`src/rtl/fpm_pkg.sv`:
```
// Shared definitions for the FP multiplier back end (normalise / round / pack).
// Contents:
//   - binary32 constants (bias, max biased exponent, canonical quiet NaN)
//   - bit positions inside the 4-bit flags vector {invalid, overflow, underflow, inexact}
//   - stage-1 record carried from the normaliser to the rounder
package fpm_pkg;

    localparam int BIAS    = 127;
    localparam int EXP_MAX = 255;
    localparam int FRAC_W  = 23;

    localparam logic [31:0] QNAN = 32'h7FC0_0000;

    localparam int FLAG_INVALID   = 3;
    localparam int FLAG_OVERFLOW  = 2;
    localparam int FLAG_UNDERFLOW = 1;
    localparam int FLAG_INEXACT   = 0;

    // Stage-1 record. The exponent and tag fields follow the top-level EXP_W/TAG_W
    // parameters, so the top registers them next to this record.
    typedef struct packed {
        logic              sign;
        logic [FRAC_W-1:0] frac;
        logic              g;
        logic              st;
        logic              nan;
        logic              inf;
        logic              zero;
    } s1_rec_t;

endpackage

```
`src/rtl/fp_round_rne.sv`:
```
// Combinational round-to-nearest-even on a 23-bit fraction with guard/sticky.
// Ports:
//   i_frac    : fraction bits below the hidden 1
//   i_g, i_st : guard bit and sticky OR of everything below it
//   o_m       : {1, frac} + round-up increment (25 bits)
//   o_carry   : rounding carried out of the significand (o_m[24])
//   o_inexact : any discarded bit was non-zero
module fp_round_rne
    import fpm_pkg::*;
(
    input  logic [FRAC_W-1:0] i_frac,
    input  logic              i_g,
    input  logic              i_st,
    output logic [FRAC_W+1:0] o_m,
    output logic              o_carry,
    output logic              o_inexact
);

    logic w_up;

    always_comb begin
        // Ties (g=1, st=0) round up only when the LSB is odd.
        w_up      = i_g & (i_st | i_frac[0]);
        o_m       = {2'b01, i_frac} + {{(FRAC_W + 1){1'b0}}, w_up};
        o_carry   = o_m[FRAC_W+1];
        o_inexact = i_g | i_st;
    end

endmodule

```
`src/rtl/fp_norm_round.sv`:
```
// FP multiplier back end: normalises the 48-bit mantissa product, rounds to
// nearest-even, resolves overflow/underflow/special operands and packs binary32.
// Two register stages with valid/ready on both sides (1/cycle, 2-cycle latency).
// Build option: define FPM_DENORM_EN for gradual underflow (denormal results);
// otherwise tiny results flush to signed zero.
// Ports:
//   clk, rst_n           : clock, asynchronous active-low reset
//   in_valid / in_ready  : upstream handshake
//   prod                 : 2.46 fixed-point product in [1,4)
//   sign, exp_sum        : result sign, ea+eb-127 (signed, EXP_W bits)
//   in_nan/in_inf/in_zero: special-operand flags
//   in_tag / out_tag     : sideband tag carried through
//   out_valid / out_ready: downstream handshake
//   result, flags        : packed binary32, {invalid, overflow, underflow, inexact}
module fp_norm_round
    import fpm_pkg::*;
#(
    parameter int unsigned EXP_W = 10,
    parameter int unsigned TAG_W = 4
) (
    input  logic               clk,
    input  logic               rst_n,
    input  logic               in_valid,
    output logic               in_ready,
    input  logic [47:0]        prod,
    input  logic               sign,
    input  logic [EXP_W-1:0]   exp_sum,
    input  logic               in_nan,
    input  logic               in_inf,
    input  logic               in_zero,
    input  logic [TAG_W-1:0]   in_tag,
    output logic               out_valid,
    input  logic               out_ready,
    output logic [31:0]        result,
    output logic [3:0]         flags,
    output logic [TAG_W-1:0]   out_tag
);

    // ---------------------------------------------------------------------
    // Handshake
    // ---------------------------------------------------------------------
    logic w_en1, w_en2;
    logic r_v1, r_v2;

    always_comb begin
        w_en2    = !r_v2 | out_ready;
        w_en1    = !r_v1 | w_en2;
        in_ready = w_en1;
    end

    // ---------------------------------------------------------------------
    // Stage 1: normalise
    // ---------------------------------------------------------------------
    s1_rec_t                w_s1_d;
    logic signed [EXP_W:0]  w_e_d;
    s1_rec_t                r_s1;
    logic signed [EXP_W:0]  r_s1_e;
    logic [TAG_W-1:0]       r_s1_tag;

    always_comb begin
        w_s1_d      = '0;
        w_s1_d.sign = sign;
        w_s1_d.nan  = in_nan;
        w_s1_d.inf  = in_inf;
        w_s1_d.zero = in_zero;
        if (prod[47]) begin
            w_s1_d.frac = prod[46:24];
            w_s1_d.g    = prod[23];
            w_s1_d.st   = |prod[22:0];
        end else begin
            w_s1_d.frac = prod[45:23];
            w_s1_d.g    = prod[22];
            w_s1_d.st   = |prod[21:0];
        end
        // Sign-extend one bit so exp_sum+1 cannot wrap.
        w_e_d = {exp_sum[EXP_W-1], exp_sum} + {{EXP_W{1'b0}}, prod[47]};
    end

    always_ff @(posedge clk or negedge rst_n) begin
        if (!rst_n) begin
            r_v1     <= 1'b0;
            r_s1     <= '0;
            r_s1_e   <= '0;
            r_s1_tag <= '0;
        end else if (w_en1) begin
            r_v1 <= in_valid;
            if (in_valid) begin
                r_s1     <= w_s1_d;
                r_s1_e   <= w_e_d;
                r_s1_tag <= in_tag;
            end
        end
    end

    // ---------------------------------------------------------------------
    // Stage 2: round and pack
    // ---------------------------------------------------------------------
    logic [FRAC_W+1:0]       w_m;
    logic                    w_carry;
    logic                    w_inexact;
    logic signed [EXP_W+1:0] w_e_rnd;
    logic [31:0]             w_res;
    logic [3:0]              w_flags;

    fp_round_rne u_round (
        .i_frac    (r_s1.frac),
        .i_g       (r_s1.g),
        .i_st      (r_s1.st),
        .o_m       (w_m),
        .o_carry   (w_carry),
        .o_inexact (w_inexact)
    );

    always_comb begin
        w_e_rnd = {r_s1_e[EXP_W], r_s1_e} + {{(EXP_W + 1){1'b0}}, w_carry};
    end

`ifdef FPM_DENORM_EN
    localparam logic signed [EXP_W+1:0] E_ONE = 1;

    logic signed [EXP_W+1:0] w_sh_full;
    logic [4:0]              w_sh;
    logic [49:0]             w_dn_vec;
    logic [FRAC_W-1:0]       w_dn_frac;
    logic                    w_dn_g;
    logic                    w_dn_st;
    logic [FRAC_W+1:0]       w_dn_m;
    logic                    w_dn_carry;
    logic                    w_dn_inexact;
    logic                    w_unused_dn;

    always_comb begin
        w_sh_full = E_ONE - {r_s1_e[EXP_W], r_s1_e};
        if (r_s1_e > 0) begin
            w_sh = 5'd0;
        end else if (w_sh_full > 26) begin
            w_sh = 5'd26;
        end else begin
            w_sh = w_sh_full[4:0];
        end
        // {hidden, frac, g} shifted right with 26 zero bits below to catch the
        // shifted-out bits; the hidden position is always 0 after a shift >= 1.
        w_dn_vec  = 50'({1'b1, r_s1.frac, r_s1.g, 26'b0} >> w_sh);
        w_dn_frac = w_dn_vec[49:27];
        w_dn_g    = w_dn_vec[26];
        w_dn_st   = r_s1.st | (|w_dn_vec[25:0]);
    end

    fp_round_rne u_round_dn (
        .i_frac    (w_dn_frac),
        .i_g       (w_dn_g),
        .i_st      (w_dn_st),
        .o_m       (w_dn_m),
        .o_carry   (w_dn_carry),
        .o_inexact (w_dn_inexact)
    );

    // The rounder's hidden-bit position carries no information for a denormal.
    assign w_unused_dn = w_dn_m[FRAC_W];
`endif

    // Normal path: the hidden bit of m is implicit; after a carry m[22:0] is 0.
    logic w_unused;
    assign w_unused = w_m[FRAC_W];

    always_comb begin
        w_res                 = {r_s1.sign, w_e_rnd[7:0], w_m[FRAC_W-1:0]};
        w_flags               = '0;
        w_flags[FLAG_INEXACT] = w_inexact;

        if (w_e_rnd >= EXP_MAX) begin
            w_res                   = {r_s1.sign, 8'hFF, 23'b0};
            w_flags[FLAG_OVERFLOW]  = 1'b1;
            w_flags[FLAG_INEXACT]   = 1'b1;
`ifdef FPM_DENORM_EN
        end else if (r_s1_e <= 0) begin
            // Rounding up out of the largest denormal lands on exponent field 1.
            w_res                   = {r_s1.sign, 7'b0, w_dn_carry, w_dn_m[FRAC_W-1:0]};
            w_flags[FLAG_UNDERFLOW] = w_dn_inexact;
            w_flags[FLAG_INEXACT]   = w_dn_inexact;
`else
        end else if (w_e_rnd <= 0) begin
            w_res                   = {r_s1.sign, 31'b0};
            w_flags[FLAG_UNDERFLOW] = 1'b1;
            w_flags[FLAG_INEXACT]   = 1'b1;
`endif
        end

        // Special operands override everything computed above.
        if (r_s1.nan || (r_s1.inf && r_s1.zero)) begin
            w_res                 = QNAN;
            w_flags               = '0;
            w_flags[FLAG_INVALID] = !r_s1.nan & r_s1.inf & r_s1.zero;
        end else if (r_s1.inf) begin
            w_res   = {r_s1.sign, 8'hFF, 23'b0};
            w_flags = '0;
        end else if (r_s1.zero) begin
            w_res   = {r_s1.sign, 31'b0};
            w_flags = '0;
        end
    end

    // Output registers only load on a transfer into stage 2, so they hold
    // steady while the consumer stalls.
    always_ff @(posedge clk or negedge rst_n) begin
        if (!rst_n) begin
            r_v2    <= 1'b0;
            result  <= '0;
            flags   <= '0;
            out_tag <= '0;
        end else if (w_en2) begin
            r_v2 <= r_v1;
            if (r_v1) begin
                result  <= w_res;
                flags   <= w_flags;
                out_tag <= r_s1_tag;
            end
        end
    end

    assign out_valid = r_v2;

endmodule

```
`config.mk`:
```
export PLATFORM = sky130hd
export DESIGN_NAME = fp_norm_round
export DESIGN_NICKNAME = d
export VERILOG_FILES = /design/src/rtl/fpm_pkg.sv /design/src/rtl/fp_round_rne.sv /design/src/rtl/fp_norm_round.sv
export SDC_FILE = /design/constraint.sdc
export NUM_CORES = 1
export LEC_CHECK = 0
export CAP_MARGIN = 20
export CORE_MARGIN = 2
export CORE_UTILIZATION = 49
export DETAILED_ROUTE_END_ITERATION = 7
export PLACE_DENSITY = 0.8
export SLEW_MARGIN = 20
export SYNTH_ARGS = -nofsm -noshare
export SYNTH_HDL_FRONTEND = slang
export SYNTH_SLANG_ARGS = --single-unit
```
`constraint.sdc`:
```
create_clock -name clk -period 4.34 [get_ports clk]
set_clock_uncertainty 0.1 [all_clocks]
set_input_delay 1.085 -clock clk [delete_from_list [all_inputs] [get_ports clk]]
set_output_delay 1.085 -clock clk [all_outputs]
set_load 0.02 [all_outputs]
```
==> flow_metrics.tcl, run 1 <==
set metrics [dict create \
    synth_async_sr_flop_share_pct 100 \
    drv_slew 0 \
    grt_pass1_vias 3778 \
    dp.cells 649 \
    track_usage_pct 22.5 \
    ys_seq_area_share_pct 48.8 \
    grt_first_pass_wirelength_mm 17.8 \
    avgSynthCellArea_um2 9.89 \
    worst_slack_ps 337 \
    layout_common_cells "110 x clkdlybuf4s50_1, 93 x nand2_1, 86 x dfrtp_1, 44 x o21ai_0, 24 x mux2i_1" \
    total_power_mw 2.17 \
    synth_flop_cell "dfrtp_1" \
    clkLatencyLatePin_ps 370 \
    routed.top_layer "met4" \
    maxCapViolCount 0 \
    crit_path_end_kind "register" \
    period_minus_slack_ps 4000 \
    critPathCapture "result[3]" \
    power_density_nw_per_um2 368 \
    nNetsFinal 632 \
    crit_start "r_s1[3]" \
    tightest_slew_ps 763 \
    cp.arrival_ps 4190 \
    cts_buffers 9 \
    num_vias 3693 \
    fin_setup_tns_ps 0 \
    drt-pass1-iter-count 5 \
    num_rows 34 \
    internal-power_mw 1.54 \
    area_growth_pct 33.7 \
    num_io_pins 112 \
    final_common_cell "clkdlybuf4s50_1" \
    r2r_start "r_s1[3]" \
    critPathMaxFanout 11 \
    synth_area_um2 4410 \
    rsz0062_at_grt "no" \
    fp.dieH_um 98.9 \
    slew-limit-headroom_pct 49.1 \
    hpwl_mm 7.65 \
    core_um2 8720 \
    synth_cell_types 44 \
    synth_edf_count 0 \
    drive_above_1_share_pct 12.7 \
    port_buffers 111 \
    rr_worst_depth 16 \
    clkPwrFrac_pct 31.5 \
    cts_tree "built" \
    syn_inst 446 \
    drt_iter0_drc 226 \
    ff2ff_setup_slack_ps 340 \
    cts.path.max_buffers 2 \
    initial_core_util_pct 50.6 \
    place_ws_ps 53.1 \
    hold_path.class "reg -> reg" \
    vdd_drop_max_v 0.000183 \
    dieArea_um2 9780 \
    p_sw_mw 0.631 \
    overflow 0 \
    finalWirelength_mm 10.7 \
    met1_length_mm 4.47 \
    synth_nets 522 \
    instances_no_fill 669 \
    start_kind "register" \
    vias_per_cell 5.52 \
    drt-wirelength-per-cell_um 16.0 \
    holdBufCountCts 0 \
    fillerInstances 655 \
    finalCritPeriodShare_pct 92.2 \
    p_leak_nw 2.44 \
    setup_viol 0 \
    antenna_cells 0 \
    hold_violations 0 \
    gp_congestion 0.890 \
    wl_met2_mm 5.43 \
    clkTransAtPathRegs_ps 90 \
    h-tree-depth 3 \
    worstSetupPathType "reg -> reg" \
    synth-seq-cells 86 \
    drc 0 \
    antenna_found_initial 0 \
    ant_nets 0 \
    dr_wl_met3_um 616 \
    fmax_mhz 250 \
    ys_warn_count 0 \
    die_width_um 98.9 \
    switching_share_pct 29.1 \
    status "finished, final reports clean" \
    cts.sinks 86 \
    r2r-end "result[3]" \
    pwr-share-seq_pct 46.4 \
    p_comb_share_pct 22.1 \
    worstPathRequired_ps 4530 \
    root_buffer "clkbuf_8" \
    grt_max_degree 87 \
]
## worst max-delay path, stage by stage, from the launching register on
cell	delay (ps)
dfrtp_1	370
o21a_1	140
ha_1	190
ha_1	230
nand4_1	200
nor4_2	180
buf_4	170
nand3_1	110
nor2_1	190
ha_2	250
ha_2	240
and3_1	220
nand4_1	110
nand3b_1	160
o41ai_2	170
or4_4	690
o21ai_0	190
## state kept, by name (all words and copies together), names as in the netlist
signal	count
result	32
r_s1	29
r_s1_e	11
flags	4
out_tag	4
r_s1_tag	4
out_valid	1
r_v1	1
## power groups by stage
| stage | combinational [mW] | clock [mW] | sequential (mW) |
|---|---|---|---|
| 4_1_cts | 0.476 | 0.688 | 1.00 |
| 3_3_place_gp | 0.459 | 0 | 1.01 |
| 5_1_grt | 0.525 | 0.720 | 1.02 |
| 2_1_floorplan | 0.225 | 0 | 1.03 |
| 6_report | 0.480 | 0.684 | 1.01 |
| 3_5_place_dp | 0.472 | 0 | 1.02 |
## worst min-delay path by stage
stage                start    endpoint  slack [ps]  cells past startpoint
6_report       r_s1_tag[0]  out_tag[0]         370                      2
5_1_grt        r_s1_tag[2]  out_tag[2]         410                      2
4_1_cts        r_s1_tag[0]  out_tag[0]         370                      2
3_5_place_dp   r_s1_tag[0]  out_tag[0]         350                      2
3_3_place_gp   r_s1_tag[0]  out_tag[0]         340                      2
2_1_floorplan  r_s1_tag[0]  out_tag[0]         330                      2
## kinds of logic after synthesis
| logic type | Yosys count | synth area share, % |
|---|---|---|
| AOI/OAI and AO/OA | 86 | 13.0 |
| and+or+nand+nor | 169 | 17.9 |
| adders and majority gates | 6 | 1.70 |
| buffers and inverters | 27 | 2.86 |
| DFF | 86 | 48.8 |
| xor gates and xnor gates | 38 | 7.71 |
| muxes | 34 | 8.00 |
## Yosys cell counts, drive strengths merged, types with 4 or more instances
cell type / n / area (um2)
o21ai: 64 / 395
mux2i: 24 / 240
mux2: 10 / 113
clkbuf: 13 / 48.8
buf: 8 / 55.1
nand2b: 4 / 25.0
nor4: 7 / 43.8
nor3: 4 / 20.0
nand4: 11 / 68.8
ha: 6 / 75.1
xor2: 20 / 175
o221a: 5 / 56.3
xnor2: 18 / 165
nand3: 14 / 70.1
a21oi: 5 / 25.0
inv: 6 / 22.5
nand2: 94 / 353
and3: 4 / 30.0
dfrtp: 86 / 2150
nor2: 15 / 56.3
## metal layers
layer,vias to the layer above,global-route usage (%)
met5,-,0
met4,0,8.96
met3,18,3.62
met2,137,38.4
met1,1745,28.6
li1,1793,-
## what timing repair did
action	in CTS	in global routing
setup endpoints to repair	0	30
endpoints found under the hold margin	0	0
gates resized for setup	0	4
buffers inserted	0	2
## through the flow
stage	area, um2	utilization [%]	hold WS, ps
global route	5900	67.7	406
floorplan	4410	-	333
finish	5900	67.7	372
CTS	5840	67.0	370
global placement	5590	64.1	344
detailed placement	5590	64.1	348
## final cells by class
| cell class | count | area (um2) | area share (%) |
|---|---|---|---|
| Tap cell | 108 | 135 | 2.29 |
| Inverter | 6 | 22.5 | 0.382 |
| Multi-Input combinational cell | 334 | 2160 | 36.6 |
| Timing Repair Buffer | 119 | 1180 | 20.1 |
| Sequential cell | 86 | 2150 | 36.5 |
| Clock buffer | 10 | 138 | 2.33 |
| Clock inverter | 6 | 109 | 1.84 |
(Power assumes the default switching activity.)
==> inputs of run 2 (changes only) <==
- PLACE_DENSITY: 0.8 -> 0.88
==> run 2 against run 1 <==
Effect of this change:
- setup slack got worse by 120 ps
- critical path depth is the same
- die area stayed put
- first-iteration DRC count decreased by 22%
- sequential cell count did not move
- final cell count decreased by 0.45%
- critical endpoint is now result[22]
- largest cell class unchanged
==> flow_metrics.tcl, run 2 (same netlist as run 1, synthesis figures left out) <==
set metrics [dict create \
    status "finished, final reports clean" \
    start_kind "register" \
    drt_iter0_drc 176 \
    grt_first_pass_wirelength_mm 16.9 \
    cp.arrival_ps 4310 \
    cts.sinks 86 \
    hold_violations 0 \
    finalWirelength_mm 10.6 \
    cts.path.max_buffers 2 \
    drc 0 \
    maxCapViolCount 0 \
    fmax_mhz 242 \
    gp_congestion 0.876 \
    critPathMaxFanout 7 \
    finalInstanceArea_um2 5860 \
    num_rows 34 \
    period_minus_slack_ps 4130 \
    clkTransAtPathRegs_ps 80 \
    die_width_um 98.9 \
    grt_max_degree 87 \
    cts_tree "built" \
    clkLatencyLatePin_ps 350 \
    fp.dieH_um 98.9 \
    initial_core_util_pct 50.6 \
    nNetsFinal 630 \
    placed_cell_area_um2 5590 \
    hold_path.class "reg -> reg" \
    area_growth_pct 32.7 \
    port_buffers 111 \
    overflow 0 \
    drive_above_1_share_pct 12.5 \
    hpwl_mm 7.56 \
    num_vias 3733 \
    core_um2 8720 \
    power_density_nw_per_um2 357 \
    cts_buffers 9 \
    final_common_cell "clkdlybuf4s50_1" \
    path_buf_inv 1 \
    vdd_drop_max_v 0.000171 \
    drv_slew 0 \
    h-tree-depth 3 \
    antenna_found_initial 0 \
    setup_viol 0 \
    p_leak_nw 2.42 \
    ant_nets 0 \
    track_usage_pct 21.3 \
    grt_pass1_vias 3665 \
    worstPathCellList "o21a_1, ha_1, ha_1, nand4_1, nor4_2, buf_4, nand3_1, nor2_1, ha_2, ha_2, and3_1, nand4_1, nand3b_1, o41ai_4, or4b_2, a21oi_1" \
    critPathTopFamily "simple AND/OR/NAND/NOR gates" \
    slew-limit-headroom_pct 49.5 \
    largest_register "result" \
    drt-wirelength-per-cell_um 16.0 \
    worstPathRequired_ps 4530 \
    crit_path_end_kind "register" \
    largest_reg_flops 32 \
    worstSetupPathType "reg -> reg" \
    root_buffer "clkbuf_8" \
    total_power_mw 2.09 \
    drt-pass1-iter-count 4 \
    finalCritPeriodShare_pct 95.1 \
    tightest_slew_ps 757 \
    dieArea_um2 9780 \
    layout_common_cells "110 x clkdlybuf4s50_1, 93 x nand2_1, 86 x dfrtp_1, 44 x o21ai_0, 24 x mux2i_1" \
    utilization_pct 67.2 \
    whs_ps 380 \
    crit_slowest_cell "or4b_2" \
    antenna_cells 0 \
    place_ws_ps 155 \
    worst_slack_ps 215 \
    crit_path_max_incr_delay_ps 710 \
    reg_top3 "result: 32 flops, r_s1: 29 flops, r_s1_e: 11 flops" \
    vias_per_cell 5.61 \
    num_io_pins 112 \
]
-- run 2: final timing paths --
path                       slack, ps          to        from  cells after the start
hold reg to reg                  380  out_tag[0]  out_tag[0]                      2
setup reg to reg                 210  result[22]     r_s1[4]                     16
min in group asynchronous        640   r_s1_e[7]       rst_n                      1
max in group asynchronous       2950    r_s1[24]       rst_n                      1
setup / recovery                 210  result[22]     r_s1[4]                     16
hold / removal                   380  out_tag[0]  out_tag[0]                      2
-- run 2: power by group --
| part | total, mW | internal (mW) | switching, mW | leakage (nW) |
|---|---|---|---|---|
| clock | 0.601 | 0.321 | 0.280 | 0.109 |
| sequential | 1.01 | 0.900 | 0.106 | 1.07 |
| combinational | 0.486 | 0.243 | 0.242 | 1.25 |
| total | 2.09 | 1.46 | 0.629 | 2.42 |
-- run 2: tightest hold or removal path: stages (launching register included) --
cell and delay, ps:
dfrtp_1 350, nand2_1 50, nand2_1 50
-- run 2: layer usage --
layer,wire (um),share of wire (%),vias to the layer above,track usage [%]
met4,290,2.7,0,8.96
met5,0,0,-,0
met1,4350,41,1772,27.8
li1,-,-,1784,-
met3,631,5.9,27,3.76
met2,5360,50,150,35.1
-- run 2: through the flow --
stage / TNS (ps) / cells
finish: 0 / 666
global route: -92.1 / 666
CTS: 0 / 663
detailed placement: 0 / 648
global placement: 0 / 648
floorplan: 0 / 446
-- run 2: what timing repair did --
action,CTS,global route
hold buffers,0,0
setup buffers,0,2
endpoints found under the setup margin,0,28
gates resized for setup,0,7
endpoints found under the hold margin,0,0
-- run 2: cell type report --
| type | instances | area (um2) |
|---|---|---|
| Multi-Input combinational cell | 334 | 2180 |
| Inverter | 6 | 22.5 |
| Tap cell | 108 | 135 |
| Fill cell | 645 | 2860 |
| Clock inverter | 6 | 87.6 |
| Timing Repair Buffer | 117 | 1160 |
| Sequential cell | 86 | 2150 |
| Clock buffer | 9 | 124 |
